==> src/rtl/gemm_tiled_controller.sv <==
// Tiled GeMM loop sequencer: walks M x N x K tiles (K innermost) and emits one result per (M,N) tile.
// Optional GEMM_CTRL_PERF_EN adds perf_cycles_o / perf_stalls_o counters.
//   state | meaning
//   IDLE  | waiting for start_i
//   BUSY  | issuing operand beats
//   DRAIN | last beat taken, waiting for final result handshake
//   DONE  | one-cycle completion, done_o pulses
module gemm_tiled_controller #(
    parameter int AddrWidth = 16,
    parameter int TileM     = 4,
    parameter int TileN     = 4,
    parameter int TileK     = 4
) (
    input  logic                 clk_i,
    input  logic                 rst_i,
    input  logic                 start_i,
    input  logic                 abort_i,
    input  logic [AddrWidth-1:0] M_size_i,
    input  logic [AddrWidth-1:0] K_size_i,
    input  logic [AddrWidth-1:0] N_size_i,
    input  logic                 input_valid_i,
    output logic                 input_ready_o,
    output logic [AddrWidth-1:0] M_tile_o,
    output logic [AddrWidth-1:0] N_tile_o,
    output logic [AddrWidth-1:0] K_tile_o,
    output logic                 first_k_o,
    output logic                 result_valid_o,
    input  logic                 result_ready_i,
    output logic [AddrWidth-1:0] res_M_tile_o,
    output logic [AddrWidth-1:0] res_N_tile_o,
    output logic                 busy_o,
    output logic                 done_o,
    output logic                 error_o
`ifdef GEMM_CTRL_PERF_EN
    ,
    output logic [31:0]          perf_cycles_o,
    output logic [31:0]          perf_stalls_o
`endif
);

    localparam int CntW = AddrWidth + 1;

    typedef enum logic [1:0] {
        IDLE  = 2'd0,
        BUSY  = 2'd1,
        DRAIN = 2'd2,
        DONE  = 2'd3
    } state_t;

    state_t               state_q, state_d;
    logic [CntW-1:0]      mt_q, mt_d, nt_q, nt_d, kt_q, kt_d;
    logic [AddrWidth-1:0] m_q, m_d, n_q, n_d, k_q, k_d;
    logic [AddrWidth-1:0] res_m_q, res_m_d, res_n_q, res_n_d;
    logic                 res_valid_q, res_valid_d;
    logic                 err_q, err_d;
    logic                 last_k, last_n, last_m, accept;

    // Sizes are widened by one bit so the ceil round-up cannot overflow at the max size.
    function automatic logic [CntW-1:0] ceil_div(input logic [AddrWidth-1:0] size, input int tile);
        return ({1'b0, size} + CntW'(tile - 1)) / CntW'(tile);
    endfunction

    assign last_k = ({1'b0, k_q} == kt_q - CntW'(1));
    assign last_n = ({1'b0, n_q} == nt_q - CntW'(1));
    assign last_m = ({1'b0, m_q} == mt_q - CntW'(1));

    assign input_ready_o  = (state_q == BUSY) & ~(last_k & res_valid_q & ~result_ready_i);
    assign accept         = input_valid_i & input_ready_o & ~abort_i;
    assign M_tile_o       = m_q;
    assign N_tile_o       = n_q;
    assign K_tile_o       = k_q;
    assign first_k_o      = (k_q == '0);
    assign result_valid_o = res_valid_q;
    assign res_M_tile_o   = res_m_q;
    assign res_N_tile_o   = res_n_q;
    assign busy_o         = (state_q != IDLE);
    assign done_o         = (state_q == DONE) & ~abort_i;
    assign error_o        = err_q;

`ifdef GEMM_CTRL_PERF_EN
    logic [31:0] perf_cycles_q, perf_cycles_d, perf_stalls_q, perf_stalls_d;
    assign perf_cycles_o = perf_cycles_q;
    assign perf_stalls_o = perf_stalls_q;
`endif

    always_comb begin
        state_d     = state_q;
        mt_d        = mt_q;
        nt_d        = nt_q;
        kt_d        = kt_q;
        m_d         = m_q;
        n_d         = n_q;
        k_d         = k_q;
        res_m_d     = res_m_q;
        res_n_d     = res_n_q;
        res_valid_d = res_valid_q;
        err_d       = 1'b0;
`ifdef GEMM_CTRL_PERF_EN
        perf_cycles_d = perf_cycles_q;
        perf_stalls_d = perf_stalls_q;
        if ((state_q == BUSY || state_q == DRAIN) && perf_cycles_q != 32'hFFFF_FFFF)
            perf_cycles_d = perf_cycles_q + 32'd1;
        if (state_q == BUSY && input_valid_i && !input_ready_o && perf_stalls_q != 32'hFFFF_FFFF)
            perf_stalls_d = perf_stalls_q + 32'd1;
`endif

        // Release happens before a possible load so accept-old/load-new can share a cycle.
        if (res_valid_q && result_ready_i)
            res_valid_d = 1'b0;

        case (state_q)
            IDLE: begin
                if (start_i) begin
                    if (M_size_i == '0 || K_size_i == '0 || N_size_i == '0) begin
                        err_d = 1'b1;
                    end else begin
                        mt_d    = ceil_div(M_size_i, TileM);
                        nt_d    = ceil_div(N_size_i, TileN);
                        kt_d    = ceil_div(K_size_i, TileK);
                        m_d     = '0;
                        n_d     = '0;
                        k_d     = '0;
                        state_d = BUSY;
`ifdef GEMM_CTRL_PERF_EN
                        perf_cycles_d = '0;
                        perf_stalls_d = '0;
`endif
                    end
                end
            end
            BUSY: begin
                if (accept) begin
                    if (last_k) begin
                        res_m_d     = m_q;
                        res_n_d     = n_q;
                        res_valid_d = 1'b1;
                        k_d         = '0;
                        if (last_n) begin
                            n_d = '0;
                            if (last_m) begin
                                m_d     = '0;
                                state_d = DRAIN;
                            end else begin
                                m_d = m_q + AddrWidth'(1);
                            end
                        end else begin
                            n_d = n_q + AddrWidth'(1);
                        end
                    end else begin
                        k_d = k_q + AddrWidth'(1);
                    end
                end
            end
            DRAIN: begin
                if (res_valid_q && result_ready_i)
                    state_d = DONE;
            end
            DONE: begin
                state_d = IDLE;
            end
            default: begin
                state_d = IDLE;
            end
        endcase

        if (abort_i && state_q != IDLE) begin
            state_d     = IDLE;
            m_d         = '0;
            n_d         = '0;
            k_d         = '0;
            res_valid_d = 1'b0;
        end
    end

    always_ff @(posedge clk_i) begin
        if (rst_i) begin
            state_q     <= IDLE;
            mt_q        <= '0;
            nt_q        <= '0;
            kt_q        <= '0;
            m_q         <= '0;
            n_q         <= '0;
            k_q         <= '0;
            res_m_q     <= '0;
            res_n_q     <= '0;
            res_valid_q <= 1'b0;
            err_q       <= 1'b0;
        end else begin
            state_q     <= state_d;
            mt_q        <= mt_d;
            nt_q        <= nt_d;
            kt_q        <= kt_d;
            m_q         <= m_d;
            n_q         <= n_d;
            k_q         <= k_d;
            res_m_q     <= res_m_d;
            res_n_q     <= res_n_d;
            res_valid_q <= res_valid_d;
            err_q       <= err_d;
        end
    end

`ifdef GEMM_CTRL_PERF_EN
    always_ff @(posedge clk_i) begin
        if (rst_i) begin
            perf_cycles_q <= '0;
            perf_stalls_q <= '0;
        end else begin
            perf_cycles_q <= perf_cycles_d;
            perf_stalls_q <= perf_stalls_d;
        end
    end
`endif

endmodule

==> config.mk <==
export PLATFORM = sky130hd
export DESIGN_NAME = gemm_tiled_controller
export DESIGN_NICKNAME = d
export VERILOG_FILES = /design/src/rtl/gemm_tiled_controller.sv
export SDC_FILE = /design/constraint.sdc
export NUM_CORES = 1
export LEC_CHECK = 0
export CORE_MARGIN = 8
export CORE_UTILIZATION = 41
export DETAILED_ROUTE_END_ITERATION = 12
export PLACE_DENSITY = 0.64
export REMOVE_ABC_BUFFERS = 1
export SYNTH_ARGS = -nofsm -noshare
export SYNTH_HDL_FRONTEND = slang
export SYNTH_SLANG_ARGS = --single-unit
export TNS_END_PERCENT = 10
==> constraint.sdc <==
create_clock -name clk_i -period 3.25 [get_ports clk_i]
set_clock_uncertainty 0.15 [all_clocks]
set_input_delay 0.65 -clock clk_i [delete_from_list [all_inputs] [get_ports clk_i]]
set_output_delay 0.65 -clock clk_i [all_outputs]
set_load 0.01 [all_outputs]
; Word-level counts from Yosys, hierarchy flattened
; Cells that the tools add are included.
[word_totals]
ff_bits = 129
latch_bits = 0
ramBits = 0
rom_bits = 0
input_bits = 54
elab_cells = 91
n_memories = 0
[classes]
addsub = 9
mul = 0
n_div = 0
order_cmp = 0
eq_ne = 13
n_shift = 0
n_mux = 27
n_bitwise = 12
n_reduce_logical = 19
[op_table]
columns = op, n
row1 = $mux W16, 11
row2 = $pmux W16 S2, 3
row3 = $logic_not A16 Y1, 4
row4 = $add A16 B2 Y17 const B, 3
row5 = $eq A16 B17 Y1, 3
row6 = $add A16 B1 Y16 const B, 3
row7 = $sub A15 B1 Y16 const B, 3
row8 = $mux W2, 7
row9 = $ne A2 B2 Y1 const B, 7
row10 = $pmux W2 S4, 1
row11 = $reduce_and A7 Y1, 1
row12 = $and A1 B1 Y1, 6
row13 = $not A1 Y1, 6
row14 = $reduce_and A3 Y1, 2
row15 = $reduce_and A6 Y1, 1
row16 = $mux W1, 5
row17 = $reduce_and A5 Y1, 1
row18 = $eq A2 B2 Y1 const B, 2
row19 = $reduce_and A4 Y1, 1
row20 = $reduce_bool A2 Y1, 2
row21 = $reduce_or A3 Y1, 1
row22 = $eq A2 B1 Y1 const B, 1
row23 = $logic_and A1 B1 Y1, 2
row24 = $logic_not A2 Y1, 1
row25 = 2 further kinds, 3

; Logic depth before layout (Yosys ltp)
; Gate-level depths: netlist of the first run.
[depth]
word_depth = 10
mapped_depth = 14
ltp_nobuf = 10

; Worst setup path before layout of the first run
; OpenSTA, ideal clock, no wires.
[synth_path]
path_kind = register -> register
from = register mt_q[0]
to = register state_q[0]
setup_ns = 0.116
arrival_ns = 3.080
required_ns = 2.984
setup_slack_ns = -0.096
stages_incl_launch_ff = 11
path_buffers = 0
synth_period_minus_slack_ns = 3.346
path_cell_list = dfxtp_1 > inv_1 > ha_1 > or4b_1 > or4_1 > nor4bb_1 > o2111ai_1 > o41ai_4 > nand3_1 > or4_1 > o211a_1
[synth_between]
elab_chain_cells = 4
[synth_rtl]
columns = item, line_no
row1 = from (decl), 51  ; logic [CntW-1:0] mt_q, mt_d, nt_q, nt_d, kt_q, kt_d;
row2 = from (signal assigned), 190  ; mt_q <= mt_d;
row3 = $sub A15 B1 Y16, 65  ; assign last_m = ({1'b0, m_q} == mt_q - CntW'(1));
row4 = $eq A16 B17 Y1, 65
row5 = $ne A2 B2 Y1 (no line), n/a
row6 = $reduce_and A7 Y1 (no line), n/a
row7 = to (signal assigned), 189  ; state_q <= state_d;
row8 = to (decl), 50  ; state_t state_q, state_d;
; Every way passes these cells.
; A chain may end at the register's enable or synchronous reset.

; Worst setup path in the final report of the first run
[layout_path]
from = register kt_q[0]
to = output port input_ready_o
[layout_between]
elab_chain_cells = 6
[layout_rtl]
columns = item, line_no
row1 = from (decl), 51
row2 = from (signal assigned), 192  ; kt_q <= kt_d;
row3 = $sub A15 B1 Y16, 63  ; assign last_k = ({1'b0, k_q} == kt_q - CntW'(1));
row4 = $eq A16 B17 Y1, 63
row5 = $and A1 B1 Y1 (2 in series), 67  ; assign input_ready_o = (state_q == BUSY) & ~(last_k & res_valid_q & ~result_ready_i);
row6 = $not A1 Y1, 67
row7 = $and A1 B1 Y1, 67
row8 = to (decl), 22  ; output logic input_ready_o,
; Every way passes these cells.

==> results of run 1 <==
[final cells by class]
type | instances | area, µm²
clock buffer | 19 | 453
sequential | 129 | 2580
fill | 1756 | 7470
clock inverter | 13 | 174
multi-input combinational | 815 | 5390
timing repair buffer | 312 | 2790
inverter | 23 | 86.3
tap | 265 | 332
[worst reg2reg max path, delay by kind of cell, from the launching register on]
kind	cells	cell delay (ns)
AND/OR/NAND/NOR	5	1.78
AO/OA/AOI/OAI	3	0.70
flip-flops	1	0.34
buffers and inverters	2	0.30
[kinds of logic after synthesis]
kind of cell / after synthesis
simple gates: 445
compound gates: 260
flops: 129
xor+xnor: 95
buf+inv: 86
fa+ha+maj: 12
mux: 3
[metal layers]
metal / global-route usage / part of all wire / up-vias
met1: 0.269 / 0.44 / 4026
met2: 0.355 / 0.48 / 239
met5: 0 / 0 / -
met4: 0.0675 / 0.022 / 0
li1: - / - / 4298
met3: 0.0394 / 0.060 / 41
[state kept, by name, indices dropped and copies added (netlist names)]
name	cells
kt_q	15
state_q	2
res_M_tile_o	16
res_N_tile_o	16
result_valid_o	1
nt_q	15
M_tile_o	16
error_o	1
N_tile_o	16
mt_q	15
K_tile_o	16
[stage by stage]
step	worst slack (ns)	area [µm²]
after global routing	-0.259	11800
after floorplan	-1.10	7700
after detailed placement	-0.268	10800
after global placement	-0.236	10800
after CTS	-0.136	11600
final	-0.209	11800
[cells in the mapped netlist, types with 6 or more instances]
master,n
sky130_fd_sc_hd__a211oi_1,45
sky130_fd_sc_hd__o211ai_1,7
sky130_fd_sc_hd__nand2_1,126
sky130_fd_sc_hd__o41ai_1,9
sky130_fd_sc_hd__nor4_1,24
sky130_fd_sc_hd__xor2_1,36
sky130_fd_sc_hd__clkbuf_1,49
sky130_fd_sc_hd__or4_1,16
sky130_fd_sc_hd__a21oi_1,85
sky130_fd_sc_hd__nand4_1,22
sky130_fd_sc_hd__buf_2,8
sky130_fd_sc_hd__and4_1,6
sky130_fd_sc_hd__or2_2,8
sky130_fd_sc_hd__o21ai_0,46
sky130_fd_sc_hd__inv_1,22
sky130_fd_sc_hd__nand2b_1,13
sky130_fd_sc_hd__o31ai_1,11
sky130_fd_sc_hd__xnor2_1,59
sky130_fd_sc_hd__nor2_1,87
sky130_fd_sc_hd__o21a_1,6
sky130_fd_sc_hd__or3_1,26
sky130_fd_sc_hd__nor3_1,24
sky130_fd_sc_hd__ha_1,12
sky130_fd_sc_hd__nand3_1,44
sky130_fd_sc_hd__dfxtp_1,129
sky130_fd_sc_hd__and3_1,15
sky130_fd_sc_hd__and2_1,7
[power groups by stage]
stage | clock network, W | logic (W) | registers (W)
after floorplan | 0 | 0.00160 | 0.00196
after global placement | 0 | 0.00287 | 0.00192
after detailed placement | 0 | 0.00291 | 0.00192
after CTS | 0.00206 | 0.00305 | 0.00189
after global routing | 0.00213 | 0.00353 | 0.00192
final | 0.00203 | 0.00325 | 0.00190
[cell usage in the layout, fill, tap and decap left out, types with 9 or more instances in the layout]
master,n
sky130_fd_sc_hd__buf_4,163
sky130_fd_sc_hd__clkdlybuf4s50_1,137
sky130_fd_sc_hd__dfxtp_1,127
sky130_fd_sc_hd__nand2_1,126
sky130_fd_sc_hd__nor2_1,86
sky130_fd_sc_hd__a21oi_1,79
sky130_fd_sc_hd__xnor2_1,58
sky130_fd_sc_hd__nand3_1,44
sky130_fd_sc_hd__o21ai_0,44
sky130_fd_sc_hd__a211oi_1,43
sky130_fd_sc_hd__xor2_1,36
sky130_fd_sc_hd__or3_1,26
sky130_fd_sc_hd__nand4_1,22
sky130_fd_sc_hd__nor3_1,21
sky130_fd_sc_hd__inv_1,20
sky130_fd_sc_hd__nor4_1,20
sky130_fd_sc_hd__clkbuf_16,17
sky130_fd_sc_hd__and3_1,15
sky130_fd_sc_hd__nand2b_1,13
sky130_fd_sc_hd__or4_1,12
sky130_fd_sc_hd__ha_1,10
sky130_fd_sc_hd__o31ai_1,9
[repair_timing]
item / CTS / global route
hold buffers: 0 / 0
setup endpoints to repair: 44 / 45
pin swaps: 16 / 20
buffers inserted: 2 / 4
resized for setup: 44 / 27
[worst min-delay path by stage]
stage	start	end	slack, ns	depth (start not counted)
floorplan	kt_q[14]$_SDFFE_PP0P_	kt_q[14]$_SDFFE_PP0P_	0.30	2
global placement	res_M_tile_o[10]$_SDFFE_PP0P_	res_M_tile_o[10]$_SDFFE_PP0P_	0.29	2
detailed placement	res_N_tile_o[4]$_SDFFE_PP0P_	res_N_tile_o[4]$_SDFFE_PP0P_	0.30	2
CTS	res_N_tile_o[4]$_SDFFE_PP0P_	res_N_tile_o[4]$_SDFFE_PP0P_	0.30	2
global route	res_M_tile_o[1]$_SDFFE_PP0P_	res_M_tile_o[1]$_SDFFE_PP0P_	0.32	2
finish	res_M_tile_o[3]$_SDFFE_PP0P_	res_M_tile_o[3]$_SDFFE_PP0P_	0.30	2
==> run summary, run 1 <==
The flow ran to the end, but the final reports show violations. The final reports fail on negative setup slack. The count of buffers added on input and output ports is 139. The cell area power density was 608 nW/µm²; the number of pins with negative max-slew slack in the final report was 0.

For the pin with the worst max-slew slack, the measured transition is 0.862 ns. The root buffer cell chosen for the clock tree is sky130_fd_sc_hd__clkbuf_16. Synthesis produced 1,030 cells. The part of the power in combinational logic is 0.453, and the overall die height is 155 µm.

Worst-path cell with the longest stage delay: sky130_fd_sc_hd__or4_4. The fraction of the mapped netlist area in adder cells works out to 0.0189. The fraction of final layout cells sized beyond drive strength 1 is 0.216, and the number of DRC markers after the initial detailed-route iteration is 510. Derived from the worst setup path, the maximum achievable clock frequency is 289 MHz. The floorplan row count is 51. Summed over all nets, the switching power comes to 0.00268 W. The maximum clock path buffer count was 2; the maximum ir drop on the vdd rail was 0.341 mV. In this design, the stage delay of the slowest critical-path cell is 0.58 ns. The fraction of the cycle the final worst path needs was 1.06.

After synthesis, the mean cell area works out to 7.72 µm². The detailed-placement wirelength estimate was 18,900 µm. sky130_fd_sc_hd__dfxtp_1 takes more of the synthesized area than any other cell. Async set-or-reset flop fraction in the synthesized netlist: 0. The worst register-to-register path has a setup slack of -0.13 ns. Clock latency on the worst-skew pair, taken at its later pin, is 0.43 ns. The run gives 0.413 as the initial core utilization.

The final count of hold timing violations was 0; the routed wirelength normalized by instance count was 16.3 µm. Die extent in x: 155 µm. The run gives 1,364 as the number of nets in the final layout.

The worst register-to-register path begins at kt_q[0]$_SDFFE_PP0P_. The overall track demand over capacity in global routing is 0.212, and the largest driver fanout on the critical path is 5. After clock tree synthesis, the clock-pin slew on the worst setup and hold paths is 0.06 ns.

Final period demand of the worst path: 3.46 ns. The run gives 0.283 as the clock network fraction of total power. In this design, the critical path's most frequently occurring cell is sky130_fd_sc_hd__a21oi_2.

Multiplexer fraction of the synthesized cell area: 0.00378. Walking the worst path, the cells encountered are or4_4, buf_6, o41ai_4, a32oi_2, a21oi_2, nor4_4, a21oi_2, buf_4. The number of antenna violations at the first check in global routing is 0.

The run gives 140 as the number of top-level design ports. Startpoint kind of the worst setup timing path: a register. Power comes to 0.00718 W. The worst setup path is captured at a primary output. The clock net in this run drives a total of 129 sinks. The critical path starts at kt_q[0]$_SDFFE_PP0P_.

The worst register-to-register path ends at state_q[0]$_SDFFE_PP0P_. The total wirelength of the detailed-routed design was 25,700 µm; the core utilization of the finished layout was 0.612. The max-slew headroom at the worst pin was 0.425; the register bit total from synthesis was 129.

Once layout is complete, the cells apart from fillers number 1,576. Setup repair after global routing could not meet its margin everywhere. The switching part of the total power is 0.373, and the number of buffers and inverters on the critical path is 2. The Yosys step of the flow raised 0 warnings. The post-synthesis share of cell area spent on xor and xnor gates was 0.105. The die covers 24,100 µm². The placeable core area was 19,300 µm²; the unique cell type count in the Yosys netlist was 72. The total stage count of the critical path was 8. Leakage power summed over all cells: 4.41 nW.

In this run the worst hold path is classified as register to register. The basic-gate share of the synthesized area counting and, or, nand and nor cells was 0.289; the number of cells traversed by the worst register-to-register path was 10. The required time reported for the critical path endpoint is 2.45 ns, and the share of total power in sequential cells is 0.265. In this run the worst setup path terminates at input_ready_o. The synthesis-to-finish area growth works out to 48.4%. After routing, the total negative slack on setup checks comes to -0.906 ns. The post-synthesis compound-gate area fraction was 0.216; the number of cells in the design after placement was 1,541. TritonCTS built the clock tree.

The wire length of the first global-routing pass was 42,000 µm; the number of maximum-capacitance violations was 0. By area, the combinational part of the netlist is dominated by simple AND/OR/NAND/NOR gates. The sequential-to-total area share from yosys stat is 0.325, and the number of enable flip-flop cells after synthesis is 0. The logs give 8,372 for the via count of the first global-routing pass and 0 for the residual antenna-violating net count after detailed routing. The logs give 8,604 for the total via count after detailed routing and 0.00450 W for the internal power component. The CTS buffer count came out at 17. By area the synthesized netlist is led by sky130_fd_sc_hd__dfxtp_1, sky130_fd_sc_hd__xnor2_1, sky130_fd_sc_hd__nand2_1. The critical path start-end classification is register to primary output.

Among all flip-flop cells after synthesis, the most frequent one is sky130_fd_sc_hd__dfxtp_1. Final hold analysis gives a worst-case slack of 0.302 ns. The via-per-instance ratio was 5.46.

Before antenna repair, the detailed router went through 7 iterations. After detailed routing, the number of remaining DRC violations is 0. The endpoint arrival time on the critical path was 2.66 ns. The cell type group with the largest total delay on the critical path was compound AO/OA/AOI/OAI gates.

The top-area cell type share of the netlist area was 0.325. The synthesized netlist occupies a cell area of 7950 µm². The tools report the worst setup slack after layout as -0.209 ns. The number of antenna diodes in the final layout is 0. At the end of routability-driven placement, the weighted congestion stood at 0.865.

Setup violations remaining at the end of the flow were counted as 18. The total overflow left after global routing is 0. For the pin count of the biggest net entering global routing, the log shows 79. The H-tree was split into 4 levels.
Note: power is estimated with default switching activity, not from simulation.
==> inputs of run 2 (changes only) <==
==> constraint.sdc (replaced) <==
create_clock -name clk_i -period 3.25 [get_ports clk_i]
set_clock_uncertainty 0.15 [all_clocks]
set_input_delay 0.65 -clock clk_i [delete_from_list [all_inputs] [get_ports clk_i]]
set_output_delay 0.65 -clock clk_i [all_outputs]
set_load 0.005 [all_outputs]
==> run summary, run 2 (synthesized netlist as in run 1, its figures left out) <==
The placeable core area is 19,300 µm² (unchanged). The clock sink total was 129 (unchanged); the synthesis-to-finish area growth was 47.5% (was 48.4%). The run gives 1,543 (was 1,541) as the number of cells in the design after placement. Critical path start-end classification: register to primary output (unchanged).

Most common library cell in the layout ignoring fill and taps: sky130_fd_sc_hd__buf_4 (unchanged). Setup repair after global routing could not meet its margin everywhere. The clock-pin transition on the worst setup and hold timing paths was 0.06 ns (about the same).

The startpoint of the most critical register-to-register path was kt_q[9]$_SDFFE_PP0P_ (was kt_q[0]$_SDFFE_PP0P_). The total via count after detailed routing was 8,549 (was 8,604); the number of maximum-capacitance violations was 0 (unchanged). The final period demand of the worst path was 3.38 ns (was 3.46 ns); the fraction of final layout cells sized beyond drive strength 1 was 0.221 (was 0.216). The tools report the flop-to-flop setup slack as -0.09 ns (was -0.13 ns). The cell area power density is 586 nW/µm² (was 608 nW/µm²).

The number of endpoints failing setup at the final stage is 3 (was 18), and the max-slew headroom at the worst pin is 0.508 (was 0.425). Full die area: 24,100 µm² (unchanged). The logs give 140 (unchanged) for the number of top-level design ports and 51 (unchanged) for the floorplan row count.

The iteration count of the initial detailed-routing pass was 5 (was 7). The run gives 438 (was 510) as the number of DRC markers after the initial detailed-route iteration. The detailed-placement wirelength estimate came out at 18,900 µm (about the same). For the wire length of the first global-routing pass, the log shows 41,700 µm (was 42,000 µm). The overall die height came out at 155 µm (unchanged). For the number of nets in the final layout, the log shows 1,364 (unchanged). The routability congestion estimate from global placement came out at 0.868 (was 0.865). The run finished, with violations left.

The largest driver fanout on the critical path was 3 (was 5). The number of pins with negative max-slew slack in the final report is 0 (unchanged). The tools report the total grt overflow as 0 (unchanged). The fraction of the cycle the final worst path needs is 1.04 (was 1.06), and the die extent in x is 155 µm (unchanged).

The destination of the worst hold path is res_M_tile_o[6]$_SDFFE_PP0P_ (was res_M_tile_o[3]$_SDFFE_PP0P_). The startpoint kind of the worst setup timing path is a register (unchanged). The total of buffers placed on input and output ports works out to 139 (unchanged). Violated checks: negative setup slack (unchanged). The logs give 2 (unchanged) for the maximum clock path buffer count and -0.300 ns (was -0.268 ns) for the worst slack at placement. Cell seen most often among critical-path stages: sky130_fd_sc_hd__or4_4 (was sky130_fd_sc_hd__a21oi_2).

The endpoint arrival time on the critical path is 2.58 ns (was 2.66 ns). The required time reported for the critical path endpoint came out at 2.45 ns (about the same). The nature of the critical path endpoint is a primary output (unchanged). The diode insertion count for antenna repair was 0 (unchanged); the routed wirelength normalized by instance count was 16.1 µm (was 16.3 µm). Cell chain of the critical path: or4_4, or4_4, a211oi_2, a2111o_1, nor4_4, a21oi_2, buf_2 (was or4_4, buf_6, o41ai_4, a32oi_2, a21oi_2, nor4_4, a21oi_2, buf_4). The pin count of the biggest net entering global routing was 54 (was 79).

The run gives 0.318 mV (was 0.341 mV) as the maximum ir drop on the vdd rail. The worst flop-to-flop path endpoint was state_q[0]$_SDFFE_PP0P_ (unchanged). The number of cells traversed by the worst register-to-register path works out to 9 (was 10).

The count of non-filler cells in the finished layout is 1,576 (unchanged), and the final count of hold timing violations is 0 (unchanged). The actual slew at the worst max-slew pin works out to 0.738 ns (was 0.862 ns). Commonest non-fill, non-tap cells in the layout: sky130_fd_sc_hd__buf_4, sky130_fd_sc_hd__clkdlybuf4s50_1, sky130_fd_sc_hd__nand2_1, sky130_fd_sc_hd__dfxtp_1, sky130_fd_sc_hd__nor2_1 (was sky130_fd_sc_hd__buf_4, sky130_fd_sc_hd__clkdlybuf4s50_1, sky130_fd_sc_hd__dfxtp_1, sky130_fd_sc_hd__nand2_1, sky130_fd_sc_hd__nor2_1). For the via count of the first global-routing pass, the log shows 8,342 (was 8,372). Via-per-instance ratio: 5.42 (was 5.46). The number of cells traversed by the worst hold path was 2 (unchanged); the initial core utilization was 0.413 (unchanged). Worst-path cell with the longest stage delay: sky130_fd_sc_hd__or4_4 (unchanged). The residual antenna-violating net count after detailed routing was 0 (unchanged). The peak per-stage delay on the critical path came out at 0.55 ns (was 0.58 ns). TritonCTS built the clock tree. Worst min-delay path category: register to register (unchanged). The power after layout is 0.00687 W (was 0.00718 W).

Launch instance of the worst min-delay path: res_M_tile_o[6]$_SDFFE_PP0P_ (was res_M_tile_o[3]$_SDFFE_PP0P_). Buffer cell driving the clock tree root: sky130_fd_sc_hd__clkbuf_16 (unchanged). The worst setup slack after layout was -0.131 ns (was -0.209 ns); the core utilization of the finished layout was 0.609 (was 0.612).

The number of DRC violations after detailed routing is 0 (unchanged), and the hold-fix buffer count after cts is 0 (unchanged). The CTS buffer count is 17 (unchanged). The H-tree depth came out at 4 (unchanged). The number of fill cells is 1,795 (was 1,756). The total wirelength of the detailed-routed design is 25,400 µm (was 25,700 µm). The clock latency on the worst-skew pair is 0.42 ns (was 0.43 ns), and the leakage power summed over all cells is 4.39 nW (was 4.41 nW). The run gives 0 (unchanged) as the number of antenna violations at the first check in global routing.

The overall track demand over capacity in global routing is 0.210 (was 0.212), and the timing-limited maximum frequency is 296 MHz (was 289 MHz).
==> run 2: layout make-up <==
type / count / area, µm² / area share
inverters: 23 / 86.3 / 0.00736
clock inverters: 14 / 106 / 0.00906
clock buffers: 18 / 439 / 0.0374
flip-flops and latches: 129 / 2590 / 0.221
well taps: 265 / 332 / 0.0283
repair buffers: 312 / 2760 / 0.236
multi-input cells: 815 / 5420 / 0.462
==> run 2: worst max-delay path by stage <==
stage / start / to / slack (ns) / depth (start not counted)
finish: kt_q[9]$_SDFFE_PP0P_ / input_ready_o / -0.13 / 7
floorplan: kt_q[0]$_SDFFE_PP0P_ / K_tile_o[13]$_SDFFE_PP0P_ / -1.10 / 8
global placement: kt_q[0]$_SDFFE_PP0P_ / state_q[0]$_SDFFE_PP0P_ / -0.24 / 10
CTS: kt_q[3]$_SDFFE_PP0P_ / input_ready_o / -0.09 / 8
global route: kt_q[0]$_SDFFE_PP0P_ / input_ready_o / -0.23 / 10
detailed placement: kt_q[0]$_SDFFE_PP0P_ / state_q[0]$_SDFFE_PP0P_ / -0.30 / 10
==> run 2: timing repair <==
action                                  4_1_cts  5_1_grt
pin swaps                                    19        6
resized for setup                            50       35
buffers inserted                              3        0
endpoints found under the setup margin       46       50
==> run 2: through the flow <==
step | setup TNS, ns | instance area, µm² | hold slack (ns)
floorplan | -79.08 | 7700 | 0.296
CTS | -0.162 | 11600 | 0.304
detailed placement | -7.03 | 10800 | 0.296
global placement | -5.25 | 10800 | 0.292
global route | -3.71 | 11700 | 0.320
finish | -0.234 | 11700 | 0.301
==> run 2: layer usage <==
| layer | part of all wire | track usage |
|---|---|---|
| met1 | 0.45 | 0.265 |
| met2 | 0.48 | 0.356 |
| met3 | 0.048 | 0.0344 |
| met4 | 0.020 | 0.0758 |
| met5 | 0 | 0 |
==> run 2: power breakdown <==
group	internal (W)	total, W	switching, W
registers	0.00174	0.00190	0.000160
clock network	0.00100	0.00177	0.000765
logic	0.00148	0.00320	0.00172
total	0.00423	0.00687	0.00265
==> run 2: worst max-delay path, delay by kind of cell (launching register included) <==
| family | cells | cell delay [ns] |
|---|---|---|
| AO/OA/AOI/OAI | 3 | 0.65 |
| AND/OR/NAND/NOR | 3 | 1.04 |
| flip-flops | 1 | 0.31 |
| buffers and inverters | 1 | 0.16 |
==> inputs of run 3 (changes only) <==
--- a/config.mk
+++ b/config.mk
@@ -10,6 +10,7 @@
 export DETAILED_ROUTE_END_ITERATION = 12
 export PLACE_DENSITY = 0.64
 export REMOVE_ABC_BUFFERS = 1
+export SLEW_MARGIN = 30
 export SYNTH_ARGS = -nofsm -noshare
 export SYNTH_HDL_FRONTEND = slang
 export SYNTH_SLANG_ARGS = --single-unit
==> results of run 3 <==
No change in the layout: final DEF, timing and power equal those of run 2.
